File: config.mk
export PLATFORM = sky130hd
export DESIGN_NAME = trigger_latency_meter
export DESIGN_NICKNAME = d
export VERILOG_FILES = /design/src/rtl/trigger_latency_meter.sv
export SDC_FILE = /design/constraint.sdc
export NUM_CORES = 1
export LEC_CHECK = 0
export CORE_AREA = 2 2 117 119
export CTS_CLUSTER_SIZE = 20
export DETAILED_ROUTE_END_ITERATION = 7
export DIE_AREA = 0 0 119 121
export PLACE_DENSITY_LB_ADDON = 0.12
export SLEW_MARGIN = 20
export SYNTH_ARGS = -nofsm -noshare
export SYNTH_HDL_FRONTEND = slang
export SYNTH_SLANG_ARGS = --single-unit
File: constraint.sdc
create_clock -name clk -period 8.8 [get_ports clk]
set_clock_uncertainty 0.15 [all_clocks]
set_input_delay 1.32 -clock clk [delete_from_list [all_inputs] [get_ports clk]]
set_output_delay 1.32 -clock clk [all_outputs]
set_load 0.02 [all_outputs]
File: src/rtl/trigger_latency_meter.sv
// ============================================================================
// Module      : trigger_latency_meter
// Description : Counts target-clock rising edges between a trigger rising edge
//               and a target response rising edge, with optional timeout.
// Revision    : 1.0 - initial release
// ============================================================================
`default_nettype none

module trigger_latency_meter #(
    parameter int unsigned      CNT_W           = 32,
    parameter int unsigned      SYNC_STAGES     = 2,
    parameter logic [CNT_W-1:0] DEFAULT_TIMEOUT = '0
) (
    input  logic             clk,
    input  logic             rst,
    input  logic             target_clock,
    input  logic             trig,
    input  logic             event_in,
    input  logic             arm,
    input  logic [CNT_W-1:0] timeout,
    input  logic             set_timeout,
    output logic             busy,
    output logic             valid,
    output logic             timed_out,
    output logic [CNT_W-1:0] count
);

    localparam logic [1:0] c_st_idle  = 2'd0;
    localparam logic [1:0] c_st_armed = 2'd1;
    localparam logic [1:0] c_st_count = 2'd2;
    localparam logic [1:0] c_st_done  = 2'd3;

    localparam logic [CNT_W-1:0] c_cnt_max = '1;

    // Bit order {event, trig, target clock}; all three share one chain so
    // their relative timing survives synchronisation.
    logic [2:0] w_pins;
    logic [2:0] r_sync [SYNC_STAGES];
    logic [2:0] r_hist;
    logic [2:0] w_rise;
    logic       w_tick;
    logic       w_trig_rise;
    logic       w_evt_rise;

    logic [1:0]       r_state;
    logic [1:0]       w_state_nxt;
    logic [CNT_W-1:0] r_count;
    logic [CNT_W-1:0] r_timeout;
    logic [CNT_W-1:0] w_cnt_inc;
    logic             r_valid;
    logic             r_timed_out;
    logic             w_to_hit;

    assign w_pins = {event_in, trig, target_clock};

    generate
        for (genvar gi = 0; gi < SYNC_STAGES; gi++) begin : g_sync
            if (gi == 0) begin : g_first
                always_ff @(posedge clk) begin
                    if (rst) r_sync[gi] <= '0;
                    else     r_sync[gi] <= w_pins;
                end
            end else begin : g_rest
                always_ff @(posedge clk) begin
                    if (rst) r_sync[gi] <= '0;
                    else     r_sync[gi] <= r_sync[gi-1];
                end
            end
        end
    endgenerate

    always_ff @(posedge clk) begin
        if (rst) r_hist <= '0;
        else     r_hist <= r_sync[SYNC_STAGES-1];
    end

    assign w_rise      = r_sync[SYNC_STAGES-1] & ~r_hist;
    assign w_tick      = w_rise[0];
    assign w_trig_rise = w_rise[1];
    assign w_evt_rise  = w_rise[2];

    always_ff @(posedge clk) begin
        if (rst)              r_timeout <= DEFAULT_TIMEOUT;
        else if (set_timeout) r_timeout <= timeout;
    end

    // Saturating increment; the timeout compares against the value about to be stored.
    assign w_cnt_inc = (w_tick && (r_count != c_cnt_max)) ? r_count + 1'b1 : r_count;
    assign w_to_hit  = (r_timeout != '0) && (w_cnt_inc >= r_timeout);

    always_ff @(posedge clk) begin
        if (rst) r_state <= c_st_idle;
        else     r_state <= w_state_nxt;
    end

    always_comb begin
        w_state_nxt = r_state;
        case (r_state)
            c_st_idle: begin
                if (arm) w_state_nxt = c_st_armed;
            end
            c_st_armed: begin
                if (arm)              w_state_nxt = c_st_armed;
                else if (w_trig_rise) w_state_nxt = c_st_count;
            end
            c_st_count: begin
                if (arm)                        w_state_nxt = c_st_armed;
                else if (w_evt_rise || w_to_hit) w_state_nxt = c_st_done;
            end
            c_st_done: begin
                if (arm) w_state_nxt = c_st_armed;
            end
            default: w_state_nxt = c_st_idle;
        endcase
    end

    always_ff @(posedge clk) begin
        if (rst) begin
            r_count     <= '0;
            r_valid     <= 1'b0;
            r_timed_out <= 1'b0;
        end else if (arm) begin
            r_count     <= '0;
            r_valid     <= 1'b0;
            r_timed_out <= 1'b0;
        end else if (r_state == c_st_count) begin
            r_count <= w_cnt_inc;
            if (w_evt_rise) begin
                r_valid     <= 1'b1;
                r_timed_out <= 1'b0;
            end else if (w_to_hit) begin
                r_valid     <= 1'b1;
                r_timed_out <= 1'b1;
            end
        end
    end

    always_comb begin
        busy      = (r_state == c_st_armed) || (r_state == c_st_count);
        valid     = r_valid;
        timed_out = r_timed_out;
        count     = r_count;
    end

endmodule

`default_nettype wire

Word-level counts from Yosys, hierarchy flattened
Memory sizes are Yosys's and may differ from the RTL's.
Cells that the tools add are included.
Word-level totals
  register bits after elaboration: 71
  RAM bits: 6
  input port bits: 39
  output and inout bits: 35
  logic and storage cells: 46
  memories: 1
Memory list
  r_sync: depth 2, width 3, rd ports 2, clocked after Yosys merged registers in 0, write ports 2, line 38  | logic [2:0] r_sync [SYNC_STAGES];
Cells by class
  add/subtract/negate cells: 1
  $lt $le $gt $ge: 1
  equal/unequal tests: 7
  mux-type cells: 15
  bitwise logic cells: 4
  reductions and logical operators: 11
Operator list (number)
  adder 32 x 1 -> 32 bit, second input constant: 1
  greater-or-equal comparator 32 bit: 1
  2-to-1 mux 32 bit: 1
  inequality test 32 bit, second input constant: 1
  nonzero test 32 bit: 1
  2-to-1 mux 2 bit: 5
  2-to-1 mux 1 bit: 6
  2-to-1 mux 3 bit: 2
  inequality test 3 bit, second input constant: 2
  one-hot mux 2 bit (3 select lines): 1
  equality test 2 bit, second input constant: 2
  OR reduction 2 bit: 2
  bitwise AND 3 bit: 1
  inverter 3 bit: 1
  AND reduction 3 bit: 1
  equality test 2 x 1 -> 1 bit, second input constant: 1
  logical AND 1 bit: 2
  logical NOT 2 bit: 1
  logical OR 1 bit: 2
  inequality test 2 x 1 -> 1 bit, second input constant: 1
  bitwise OR 1 bit: 2
  AND reduction 2 bit: 1
  nonzero test 2 bit: 1

Depth between registers and ports, before layout
Gate-level depths: netlist of the first run.
  depth after elaboration: 10
  mapped depth: 17
  gate-level depth less buffers: 15

Least setup slack after synthesis of the first run
OpenSTA, ideal clock, no wires.
  path type: register -> register
  from: reg r_count[0], in the netlist count[0]
  to: reg r_timed_out, in the netlist timed_out
  library setup time: 0.095 ns
  data arrival time: 3.978 ns
  required time: 8.555 ns
  path slack: 4.577 ns
  cell stages (with the launch flop): 17
  buffers on the path: 1
  period minus slack after synthesis: 4.223 ns
  path through: dfxtp_1 -> ha_1 -> nand4_1 -> nor4b_4 -> a211oi_2 -> and2_1 -> buf_2 -> nand3_1 -> xnor2_1 -> ha_1 -> and4_1 -> nand2_1 -> a2111oi_0 -> o31ai_1 -> a211oi_1 -> o21ai_0 -> a221oi_1
On the way
  word-level cells in the longest chain between the ends: 7
  elaborated cells on any way between the ends: 8
  those cells by class: add/sub: 1; order compare: 1; eq/ne: 1; mux: 1; reduce/logical: 4
RTL lines
  start, declared: line 47  | logic [CNT_W-1:0] r_count;
  start signal, assigned: line 127  | r_count <= w_cnt_inc;
  parallel branches: the longest is 2 deep, another holds adder 32 x 1 -> 32 bit
  2-to-1 mux 32 bit *: line 88  | assign w_cnt_inc = (w_tick && (r_count != c_cnt_max)) ? r_count + 1'b1 : r_count;
  net w_cnt_inc[14]: line 49  | logic [CNT_W-1:0] w_cnt_inc;
  greater-or-equal comparator 32 bit *: line 89  | assign w_to_hit = (r_timeout != '0) && (w_cnt_inc >= r_timeout);
  logical AND 1 bit *: line 89
  nonzero test 2 bit (no source line) *
  AND reduction 2 bit (no source line) *
  end signal, assigned: line 121  | r_timed_out <= 1'b0;
  end signal, assigned: line 125  | r_timed_out <= 1'b0;
  end signal, assigned: line 130  | r_timed_out <= 1'b0;
  end, declared: line 51  | logic r_timed_out;
Mark *: on every way through the listed nets, which the timed path passes.
A chain may end at the register's enable or synchronous reset.

Worst setup path in the final report of the first run
Ends and elaborated chain as after synthesis.

==> flow_summary.toml, run 1 <==
[outcome]
outcome = "finished clean"

[timing]
fin_crit_sh_pct = 53.6
tns_ns = 0
setup_viol = 0
fmax_mhz = 212
worstMarginPinSlew_ns = 0.935
whs_ns = 0.288
fin_crit_ns = 4.71
report.final.slew_viol_count = 0
timing.final.ws_setup_ns = 4.09
rsz0062_at_grt = "false"
finalHoldViolations = 0
relSlewSlack_pct = 37.6

[layout]
final_cell_area_um2 = 5620
fin_cells = 754
area_growth_pct = 23.9
layout_common_cells = "77 x dfxtp_1, 72 x clkdlybuf4s50_1, 71 x nor2_1"
drive_gt1_share_pct = 5.54
final_common_cell = "dfxtp_1"
layout.nets = 649
antennaDiodeCount = 0

[cts]
clock-root-buffer = "clkbuf_16"
cts_tree = "yes"
clkTransAtPathRegs_ns = 0.06
clk_path_buf_depth = 2
cts-resized-gates = 0
htreeDepth = 3
cts_buffers = 9
clock_latency_ns = 0.35
clock-sinks = 77
cts_setup_buffers = 0
hold_buffers = 0

[setup_path]
worstPathMaxFanout = 6
critPathArrivalTime_ns = 4.82
crit_type = "reg -> reg"
setup.worst_path.start_class = "flop"
critPathCaptureType = "flop"
ff2ff_setup_slack_ns = 4.09
critical_path_required_ns = 8.90

[route]
drt_iter0_drc = 144
routed_wirelength_um = 11400
vias = 3655
post_drt_wl_per_cell_um = 15.1
first_pass_iters = 4
viasPerCell = 4.85
drtAntennaViolNets = 0
drc = 0

[die]
start_util_pct = 34.7
core_area_um2 = 13100
rows = 42
die_area_um2 = 14400
die_x_um = 119
ioPinCount = 74
die_h_um = 121

[power_and_ir_drop]
vdd_drop_max_uv = 101
p_leak_nw = 2.31
p_per_area_nw_per_um2 = 140

[global_route]
grt_max_degree = 43
grt_overflow_total = 0
grt_pass1_wl_um = 18800
gr-usage-all-layers_pct = 16.7
antenna_found_initial = 0
grt_pass1_vias = 3666

[synthesis]
synth_area_per_cell_um2 = 8.77
synth-edff-count = 0
async_reset_ff_share_pct = 0
syn-cell-area_um2 = 4540
synth_cell_types = 45
synth-seq-cells = 77
synthCells = 517
synth_seq_area_share_pct = 34.0
ys_warn_count = 0
synthFlopType = "dfxtp_1"
synth_nets = 591
synth_top_area_cell = "dfxtp_1"
synth_area_leaders = "dfxtp_1 34%, ha_1 9.7%, xor2_1 7.7%"
netlist.area_leader.share_pct = 34.0

[worst_hold_path]
worst_hold_path_type = "reg -> reg"

[placement]
place.gp.congestion = 0.812
dp_hpwl_um = 8600
place_ws_ns = 4.05
port_buffers = 73
post_dp_cell_area_um2 = 5350
placed_cells = 740

[flow_run]
maxCapViolations = 0
[metrics by stage]
step / total power [mW] / utilization [%]
floorplan: 0.421 / -
global placement: 0.455 / 40.9
detailed placement: 0.457 / 40.9
CTS: 0.803 / 42.9
global route: 0.827 / 42.9
finish: 0.787 / 42.9
[layer usage]
layer | global-route usage [%] | part of all wire, %
met5 | 0 | 0
met4 | 4.17 | 1.4
met3 | 5.22 | 4.2
met2 | 27.8 | 47
met1 | 21.2 | 47
[cell type report]
| class | instances | area, um2 |
|---|---|---|
| inverter | 41 | 154 |
| timing repair buffer | 76 | 748 |
| multi-input combinational | 370 | 2690 |
| sequential | 77 | 1540 |
| clock buffer | 12 | 256 |
| fill | 1337 | 7470 |
| tap | 176 | 220 |
| clock inverter | 2 | 10.0 |
[power by group]
group          internal [mW]  switching, mW  leakage [nW]
combinational         0.0394         0.0388          1.54
sequential             0.360        0.00973         0.629
clock                  0.202          0.137         0.134
total                  0.602          0.186          2.31
[kinds of logic (layout without fill, tap and decap cells)]
| family | count (synthesis) | after routing | share of synthesized area, % |
|---|---|---|---|
| AND/OR/NAND/NOR | 201 | 201 | 23.4 |
| flip-flops | 77 | 77 | 34.0 |
| buffers and inverters | 70 | 131 | 6.76 |
| XOR/XNOR | 62 | 62 | 12.0 |
| AO/OA/AOI/OAI | 38 | 38 | 6.73 |
| adder cells (fa/ha/maj) | 35 | 35 | 9.66 |
| multiplexers | 34 | 34 | 7.53 |
[state kept, by name, summed over array words and instances (netlist names)]
register and flops:
r_sync 6, r_hist 3, timed_out 1, count 32
r_timeout 32, r_state 2, valid 1
[final timing paths]
| check | to | depth (start not counted) | from |
|---|---|---|---|
| max | timed_out | 15 | count[0] |
| max reg2reg | timed_out | 15 | count[0] |
| min reg2reg | r_sync[1][1] | 1 | r_sync[0][1] |
| min | r_sync[1][1] | 1 | r_sync[0][1] |
[cell usage after synthesis, drive strengths merged, types with 4 or more instances]
library cell  count
a2111oi           4
a211oi            5
a21oi            13
and2              4
and3             10
and4             10
buf              13
clkbuf           16
dfxtp            77
ha               35
inv              41
mux2i            33
nand2            36
nand3            24
nand4            20
nor2             71
nor2b             8
nor4             10
o21ai             5
xnor2            22
xor2             40
[critical path, stage by stage (launching register included)]
cell and delay (ns):
dfxtp_1 0.43, ha_1 0.29, nand4_1 0.17, nor4b_4 0.65, a211oi_2 0.26, and2_1 0.29
nand3_1 0.12, xnor2_1 0.08, ha_1 0.32, and4_1 0.23, nand2_1 0.09, a2111oi_0 0.42
o31ai_1 0.15, a211oi_1 0.49, o21ai_0 0.21, a221oi_1 0.26
No activity file was read; power rests on OpenSTA's default activity.
==> inputs of run 2 (changes only) <==
clock period = 4.45 ns   (was 8.8 ns; I/O delays follow)
==> run 2 against run 1 <==
Against the previous run:
- final cell count is 2.5% higher
- flip-flop and latch count unchanged
- die area is the same
- sequential power rose by 98%
- global-route usage increased by 0.28 points
- core utilization up 1.5 points
- via count rose by 2.1%
- critical endpoint is now r_state[0]
==> flow_summary.toml, run 2 (synthesized netlist as in run 1, its figures left out) <==
[outcome]
outcome = "finished clean"

[layout]
layout.nets = 666
drive_gt1_share_pct = 9.05
final_common_cell = "dfxtp_1"
area_growth_pct = 28.2
layout_common_cells = "77 x dfxtp_1, 72 x clkdlybuf4s50_1, 71 x nor2_1"
fin_cells = 773
antennaDiodeCount = 0

[cts]
clock-root-buffer = "clkbuf_16"
htreeDepth = 3
cts-resized-gates = 0
cts_buffers = 9
cts_tree = "yes"
clk_path_buf_depth = 2
clock-sinks = 77
hold_buffers = 0
clock_latency_ns = 0.35
clkTransAtPathRegs_ns = 0.06
cts_setup_buffers = 0

[timing]
finalHoldViolations = 0
fin_crit_sh_pct = 92.6
fmax_mhz = 243
setup_viol = 0
relSlewSlack_pct = 37.6
tns_ns = 0
fin_crit_ns = 4.12
worstMarginPinSlew_ns = 0.937
report.final.slew_viol_count = 0
whs_ns = 0.284
rsz0062_at_grt = "false"

[route]
routed_wirelength_um = 11300
drt_iter0_drc = 149
drc = 0
post_drt_wl_per_cell_um = 14.7
first_pass_iters = 4
vias = 3733
drtAntennaViolNets = 0
viasPerCell = 4.83

[setup_path]
setup.worst_path.start_class = "flop"
critPathMaxStageDelay_ns = 0.58
path_buf_inv = 1
cp_top_family = "compound AO/OA/AOI/OAI gates"
worst_path_max_delay_cell = "a2111oi_0"
crit_type = "reg -> reg"
cp_cell_sequence = "ha_2, nand4_1, nor4b_4, a311oi_4, xnor2_1, ha_1, nand2b_1, a2111oi_0, a2111oi_2, o31ai_1, a211oi_1, buf_4, nor4_1, nor3b_1"
critPathCaptureType = "flop"
critPathArrivalTime_ns = 4.20
critical_path_required_ns = 4.53
worstPathMaxFanout = 9

[die]
start_util_pct = 34.7
die_h_um = 121
die_x_um = 119
ioPinCount = 74
rows = 42
core_area_um2 = 13100
die_area_um2 = 14400

[placement]
dp_hpwl_um = 8830
placed_cells = 757
place.gp.congestion = 0.811
port_buffers = 73

[power_and_ir_drop]
pwr-share-seq_pct = 43.0
p_int_mw = 1.30
sw_frac_of_total_pct = 23.5
p_per_area_nw_per_um2 = 292
pwr-share-clk_pct = 47.8
power_frac_comb_pct = 9.2
vdd_drop_max_uv = 158
p_leak_nw = 2.42
switchingPower_uw = 399

[global_route]
grt_overflow_total = 0
grt_max_degree = 43
grt_pass1_wl_um = 19100
antenna_found_initial = 0
grt_pass1_vias = 3809
gr-usage-all-layers_pct = 17.0

[flow_run]
maxCapViolations = 0

[worst_hold_path]
worst_hold_path_type = "reg -> reg"
[run 2: worst paths after layout]
check,endpoint,startpoint,slack (ns),cells past startpoint
max,r_state[0],count[0],0.33,14
min,r_sync[1][2],r_sync[0][2],0.28,1
max reg2reg,r_state[0],count[0],0.33,14
min reg2reg,r_sync[1][2],r_sync[0][2],0.28,1
[run 2: power by group through the flow]
stage          logic (mW)  registers (mW)  clock network, mW
6_report            0.156           0.731              0.811
4_1_cts             0.158           0.731              0.832
5_1_grt             0.176           0.734              0.865
2_1_floorplan      0.0943           0.739                  0
3_5_place_dp        0.157           0.747                  0
3_3_place_gp        0.154           0.746                  0
[run 2: metrics by stage]
stage | power (mW) | setup slack, ns | util, % | cell area (um2)
detailed placement | 0.903 | 0.207 | 41.9 | 5480
CTS | 1.72 | 0.159 | 44.4 | 5800
global placement | 0.900 | 0.388 | 41.9 | 5480
floorplan | 0.833 | 0.227 | - | 4540
finish | 1.70 | 0.328 | 44.4 | 5810
global route | 1.77 | 0.00238 | 44.4 | 5810
[run 2: layer usage]
layer  up-vias  GRT usage [%]  routed length (um)  part of all wire (%)
li1       1912              -                   -                     -
met1      1740           21.4                5320                    47
met2        64           28.5                5390                    48
met3        17           3.38                 397                   3.5
met4         0           7.07                 225                   2.0
met5         -              0                   0                     0
[run 2: final cells by class]
class,instances,area (um2)
Tap cell,176,220
Multi-Input combinational cell,370,2700
Timing Repair Buffer,93,876
Fill cell,1279,7270
Inverter,41,154
Clock inverter,5,82.6
Clock buffer,11,243
Sequential cell,77,1540
==> inputs of run 3 (changes only) <==
HOLD_SLACK_MARGIN = 0.1   (was not set)
==> results of run 3 <==
Same layout as run 2: the final DEF is identical, and so are final timing and power.
